[config.mk]
export PLATFORM = sky130hd
export DESIGN_NAME = irq_rr_grant
export DESIGN_NICKNAME = d
export VERILOG_FILES = /design/src/rtl/irq_rr_grant.sv
export SDC_FILE = /design/constraint.sdc
export NUM_CORES = 1
export LEC_CHECK = 0
export CAP_MARGIN = 20
export CORE_AREA = 2 2 67 69
export CTS_BUF_LIST = sky130_fd_sc_hd__clkbuf_8 sky130_fd_sc_hd__clkbuf_16
export CTS_CLUSTER_DIAMETER = 200
export CTS_CLUSTER_SIZE = 24
export DETAILED_ROUTE_END_ITERATION = 8
export DIE_AREA = 0 0 69 71
export PLACE_DENSITY = 0.83
export SYNTH_ARGS = -nofsm -noshare
export SYNTH_HDL_FRONTEND = slang
export SYNTH_SLANG_ARGS = --single-unit
export TNS_END_PERCENT = 50
[constraint.sdc]
create_clock -name clk -period 8.1 [get_ports clk]
set_input_delay 0.81 -clock clk [delete_from_list [all_inputs] [get_ports clk]]
set_output_delay 0.81 -clock clk [all_outputs]
set_load 0.005 [all_outputs]
[src/rtl/irq_rr_grant.sv]
// Request collector and round-robin arbiter feeding an 8-to-3 encoder.
// Latches requests into a pending register and issues one-hot grants under a valid/ack handshake with timeout.
module irq_rr_grant #(
    parameter int unsigned TIMEOUT = 15
) (
    input  logic       clk,
    input  logic       rst,
    input  logic [7:0] req,
    input  logic       ack,
    output logic [7:0] i,
    output logic       en,
    output logic [7:0] pending,
    output logic       timeout
);

    localparam int unsigned N      = 8;
    localparam int unsigned IDX_W  = 3;
    localparam int unsigned CNT_W  = 8;
    localparam bit          TO_ON  = (TIMEOUT != 0);
    localparam logic [CNT_W-1:0] TO_LAST = CNT_W'(TIMEOUT - 1);

    typedef enum logic [1:0] {
        IDLE  = 2'd0,
        GRANT = 2'd1,
        GAP   = 2'd2
    } state_t;

    state_t           state;
    logic [IDX_W-1:0] ptr;
    logic [IDX_W-1:0] gnt_idx;
    logic [CNT_W-1:0] cnt;

    logic             sel_found;
    logic [IDX_W-1:0] sel_idx;
    logic [IDX_W-1:0] scan_idx;
    logic [N-1:0]     clear_mask;

    // First pending line scanning upward from ptr, wrapping 7->0.
    always_comb begin
        sel_found = 1'b0;
        sel_idx   = '0;
        scan_idx  = '0;
        for (int n = 0; n < N; n++) begin
            scan_idx = IDX_W'(ptr + IDX_W'(n));
            if (!sel_found && pending[scan_idx]) begin
                sel_found = 1'b1;
                sel_idx   = scan_idx;
            end
        end
    end

    assign clear_mask = (state == GRANT && ack) ? i : '0;

    always_ff @(posedge clk) begin
        if (rst) begin
            state   <= IDLE;
            ptr     <= '0;
            gnt_idx <= '0;
            cnt     <= '0;
            i       <= '0;
            en      <= 1'b0;
            pending <= '0;
            timeout <= 1'b0;
        end else begin
            // Re-asserted request wins over the ack clear on the same edge.
            pending <= (pending & ~clear_mask) | req;
            timeout <= 1'b0;
            case (state)
                IDLE: begin
                    if (sel_found) begin
                        i       <= N'(1) << sel_idx;
                        en      <= 1'b1;
                        cnt     <= '0;
                        gnt_idx <= sel_idx;
                        state   <= GRANT;
                    end
                end
                GRANT: begin
                    if (ack) begin
                        i     <= '0;
                        en    <= 1'b0;
                        ptr   <= IDX_W'(gnt_idx + IDX_W'(1));
                        state <= GAP;
                    end else if (TO_ON && cnt == TO_LAST) begin
                        i       <= '0;
                        en      <= 1'b0;
                        timeout <= 1'b1;
                        ptr     <= IDX_W'(gnt_idx + IDX_W'(1));
                        state   <= GAP;
                    end else begin
                        cnt <= CNT_W'(cnt + CNT_W'(1));
                    end
                end
                GAP: begin
                    state <= IDLE;
                end
                default: begin
                    state <= IDLE;
                end
            endcase
        end
    end

    // Handshake invariants seen by the encoder.
    a_onehot: assert property (@(posedge clk) disable iff (rst)
        (en ? $onehot(i) : (i == '0)));
    a_stable: assert property (@(posedge clk) disable iff (rst)
        ((en && $past(en) && !$past(rst)) -> (i == $past(i))));
    a_pulse: assert property (@(posedge clk) disable iff (rst)
        (!(timeout && $past(timeout))));

endmodule

==> PnR_summary.wiki <==
{| class="wikitable"
! Metric !! Value
|-
| Hold path startpoint || i[2]
|-
| Number of warning messages in the yosys log || 0
|-
| Reg2reg end || i[0]
|-
| Worst path top cell family by delay || compound AO/OA/AOI/OAI gates
|-
| Number of buffers inserted during clock tree synthesis || 5
|-
| Total power consumption of the routed design || 571 uW
|-
| Leakage power || 0.993 nW
|-
| Detail Placement HPWL || 3860 um
|-
| Period Utilization, post-route || 54.9%
|-
| Post-layout minimum cycle time || 4450 ps
|-
| Total number of vias || 2137
|-
| Largest net degree at the start of global routing || 27
|-
| Worst setup EP type || flop
|-
| Post-CTS setup buffers || 0
|-
| Buffer depth of the longest clock path || 2
|-
| First-pass GRT wire length || 9490 um
|-
| Setup repair after global routing missed its margin || no
|-
| Pint || 381 uW
|-
| Cell type contributing the most total cell area after synthesis || dfxtp_1
|-
| Required time worst endpoint || 8330 ps
|-
| Worst Hold Depth || 2
|-
| Worst reg-to-reg path cell count || 9
|-
| Slew Limit Headroom || 39.4%
|-
| Crit-path slowest cell || dfxtp_1
|-
| Number of primary I/O pins || 29
|-
| Dominant synthesized flop cell || dfxtp_1
|-
| Gate power share || 35.9%
|-
| DR WL/cell || 17.2 um
|-
| Switching power || 190 uW
|-
| Clock tree from TritonCTS || yes
|-
| Clock Tree Root || clkbuf_8
|-
| Vertical extent of the die || 71 um
|-
| Buffers plus inverters on the worst setup path || 1
|-
| Hold-fix buffers at CTS || 0
|-
| Area of combinational cells with multiple inputs || 1620 um2
|-
| Effective utilization at floorplan || 57.5%
|-
| Die area || 4900 um2
|-
| Critical path peak fanout || 21
|-
| Fillers || 352
|-
| Via count of the first global-routing pass || 2007
|-
| Count of input and output buffers || 28
|-
| First-iteration detailed-routing DRC count || 113
|-
| Number of enable flip-flop cells after synthesis || 0
|-
| # DRC || 0
|-
| Global placement routability congestion || 0.883
|-
| Proportion of synthesized chip area in sequential cells || 28.2%
|-
| Fraction of layout instances using a drive strength above 1 || 14.3%
|-
| Sequential share of power || 36.3%
|-
| Antenna diode count || 0
|-
| Leading cell type by number of instances after synthesis || nor2_1
|-
| Hold Slack || 488 ps
|-
| Site row count || 24
|-
| Area contributors post-synth || dfxtp_1 (28%), mux4_2 (12%), nor2_1 (5.7%), mux2i_1 (5.0%), mux2_2 (4.2%)
|-
| Startpoint type of the worst setup path || flop
|-
| Max-cap violation count || 0
|-
| Cell area power density || 204 nW/um2
|-
| Sequential cell area || 681 um2
|-
| Fmax || 0.225 GHz
|-
| Internal reg-to-reg setup slack || 3650 ps
|-
| Clock sink count || 34
|-
| Min-Delay Path Class || flop to flop
|-
| Synthesized net count || 278
|-
| Detailed Route WL || 5680 um
|-
| Number of H-tree levels || 2
|-
| All-Layer GR Usage || 23.9%
|-
| Average cell area after synthesis || 9.22 um2
|-
| Via-to-Cell Ratio || 6.46
|-
| Flop and latch count out of synthesis || 34
|-
| Post-Synthesis Cells || 262
|-
| Max-slew violation count || 0
|-
| Clock input transition at the sequential cells of the worst setup and hold paths || 70 ps
|-
| Number of nets in the layout || 295
|-
| Outcome || completed
|-
| Initial antenna violation count || 0
|-
| Grt ovf || 0
|-
| Detailed-routing iteration count for the pre-antenna-repair pass || 5
|-
| Insertion delay of the later-clocked pin in the worst-skew pair || 290 ps
|-
| Startpoint of the lowest-slack register-to-register path || ptr[0]
|-
| Post-layout utilization of the core || 66.4%
|-
| Synthesis-to-finish area growth || 15.6%
|-
| Hold Violations, Final || 0
|-
| Horizontal extent of the die || 69 um
|-
| Clock skew after layout || 5.80 ps
|-
| Count of instances resized after the clock tree is built || 0
|-
| Worst supply voltage drop on vdd || 0.145 mV
|-
| Count of endpoints failing setup in the final report || 0
|-
| Endpoint arrival time on the critical path || 4680 ps
|-
| Share of the synthesized area in the top cell type || 28.2%
|-
| Worst Hold Path EP || i[2]
|-
| Relative contribution of the clock network to total power || 27.8%
|-
| Post-synthesis cell area || 2420 um2
|-
| Sum of negative setup slack || 0 ps
|-
| Net switching fraction of the power || 33.2%
|-
| Async SR Flop Fraction || 0%
|-
| Crit path cell chain || inv_2 > ha_1 > xnor2_2 > mux2_2 > o41ai_4 > o41a_1 > nand2b_1 > or3_1 > o21ai_2
|-
| Antenna Violating Nets Remaining || 0
|-
| Most frequent cells after synthesis || nor2_1 (37), dfxtp_1 (34), nand2_1 (18)
|-
| Count of distinct cell types in the synthesized netlist || 55
|-
| Core ar. || 4200 um2
|-
| Crit Path Category || flop to flop
|-
| Maximum single-stage delay on the critical path || 900 ps
|-
| Least-Margin Pin Slew || 907 ps
|}
cell usage in the layout, fill, tap and decap left out, types with 2 or more instances in the layout:
cell type        Yosys  final
a22o_1               4      4
mux2i_1             12     12
clkbuf_8             0      6
mux4_2              13     13
xnor2_1              3      3
o31ai_1              5      5
nor2_1              37     37
o2111ai_1            4      4
a221oi_1             2      2
o21ai_0              4      4
nor2b_1              2      2
ha_1                 5      5
xor2_1               6      6
clkdlybuf4s50_1      0     28
mux2_2               9      9
mux4_1               2      2
nor3_1               7      7
inv_1                5      5
o21a_1               2      2
and3_1               5      5
nand2b_1             5      5
nand3_1              3      3
nand2_1             18     18
or2_2                2      2
a211oi_1             3      3
nor3b_1              5      5
nand3b_1             2      2
a21oi_1             17     17
and2_1               2      2
a32o_1               2      2
dfxtp_1             34     34
worst max-delay path by stage:
stage          slack, ps  depth (start not counted)   start   end
6_report            3650                          9  ptr[0]  i[0]
5_1_grt             3360                          9  ptr[0]  i[2]
4_1_cts             3650                          9  ptr[0]  i[0]
3_5_place_dp        3670                          9  ptr[0]  i[0]
3_3_place_gp        3830                          9  ptr[0]  i[0]
2_1_floorplan       4520                         12  ptr[0]  i[3]
layer usage:
layer | part of all wire [%] | vias to the layer above | track usage (%) | routed length [um]
met3 | 7.7 | 11 | 4.99 | 435
met1 | 45 | 1019 | 32.6 | 2540
met5 | 0 | - | 0 | 0
met4 | 1.6 | 0 | 10.5 | 89
li1 | - | 1008 | - | -
met2 | 46 | 99 | 37.0 | 2620
final cells by class:
type / count / share of cell area [%]
Timing Repair Buffer: 30 / 10.6
Clock buffer: 6 / 2.96
Multi-Input combinational cell: 202 / 57.9
Clock inverter: 1 / 1.08
Sequential cell: 34 / 24.4
Inverter: 6 / 0.806
Tap cell: 52 / 2.33
cell families after synthesis:
group	count (synthesis)	share of synthesized area (%)
AO/OA/AOI/OAI	56	17.5
XOR/XNOR	10	3.94
adder cells (fa/ha/maj)	5	2.59
buffers and inverters	26	4.92
flip-flops	34	28.2
multiplexers	36	23.5
AND/OR/NAND/NOR	95	19.5
worst min-delay path, delay by kind of cell, from the launching register on:
| family | cells | cell delay (ps) |
|---|---|---|
| and+or+nand+nor | 1 | 60 |
| DFF | 1 | 330 |
| AOI/OAI and AO/OA | 1 | 60 |
power by group through the flow:
| stage | registers [mW] | clock network (mW) | logic (mW) |
|---|---|---|---|
| floorplan | 0.198 | 0 | 0.161 |
| global placement | 0.210 | 0 | 0.198 |
| detailed placement | 0.210 | 0 | 0.202 |
| CTS | 0.207 | 0.161 | 0.203 |
| global route | 0.211 | 0.167 | 0.222 |
| finish | 0.207 | 0.159 | 0.205 |
stage by stage:
step	instances	worst slack [ps]	instance area, um2
floorplan	262	4520	2420
global placement	323	3830	2670
finish	331	3650	2790
detailed placement	323	3670	2670
CTS	330	3650	2790
global route	331	3360	2790
state kept, by name, indices dropped and copies added, names as in the netlist:
register and cells:
state 2, ptr 3, pending 8, i 8, cnt 8, en 1, gnt_idx 3, timeout 1
No activity file was read; power rests on OpenSTA's default activity.
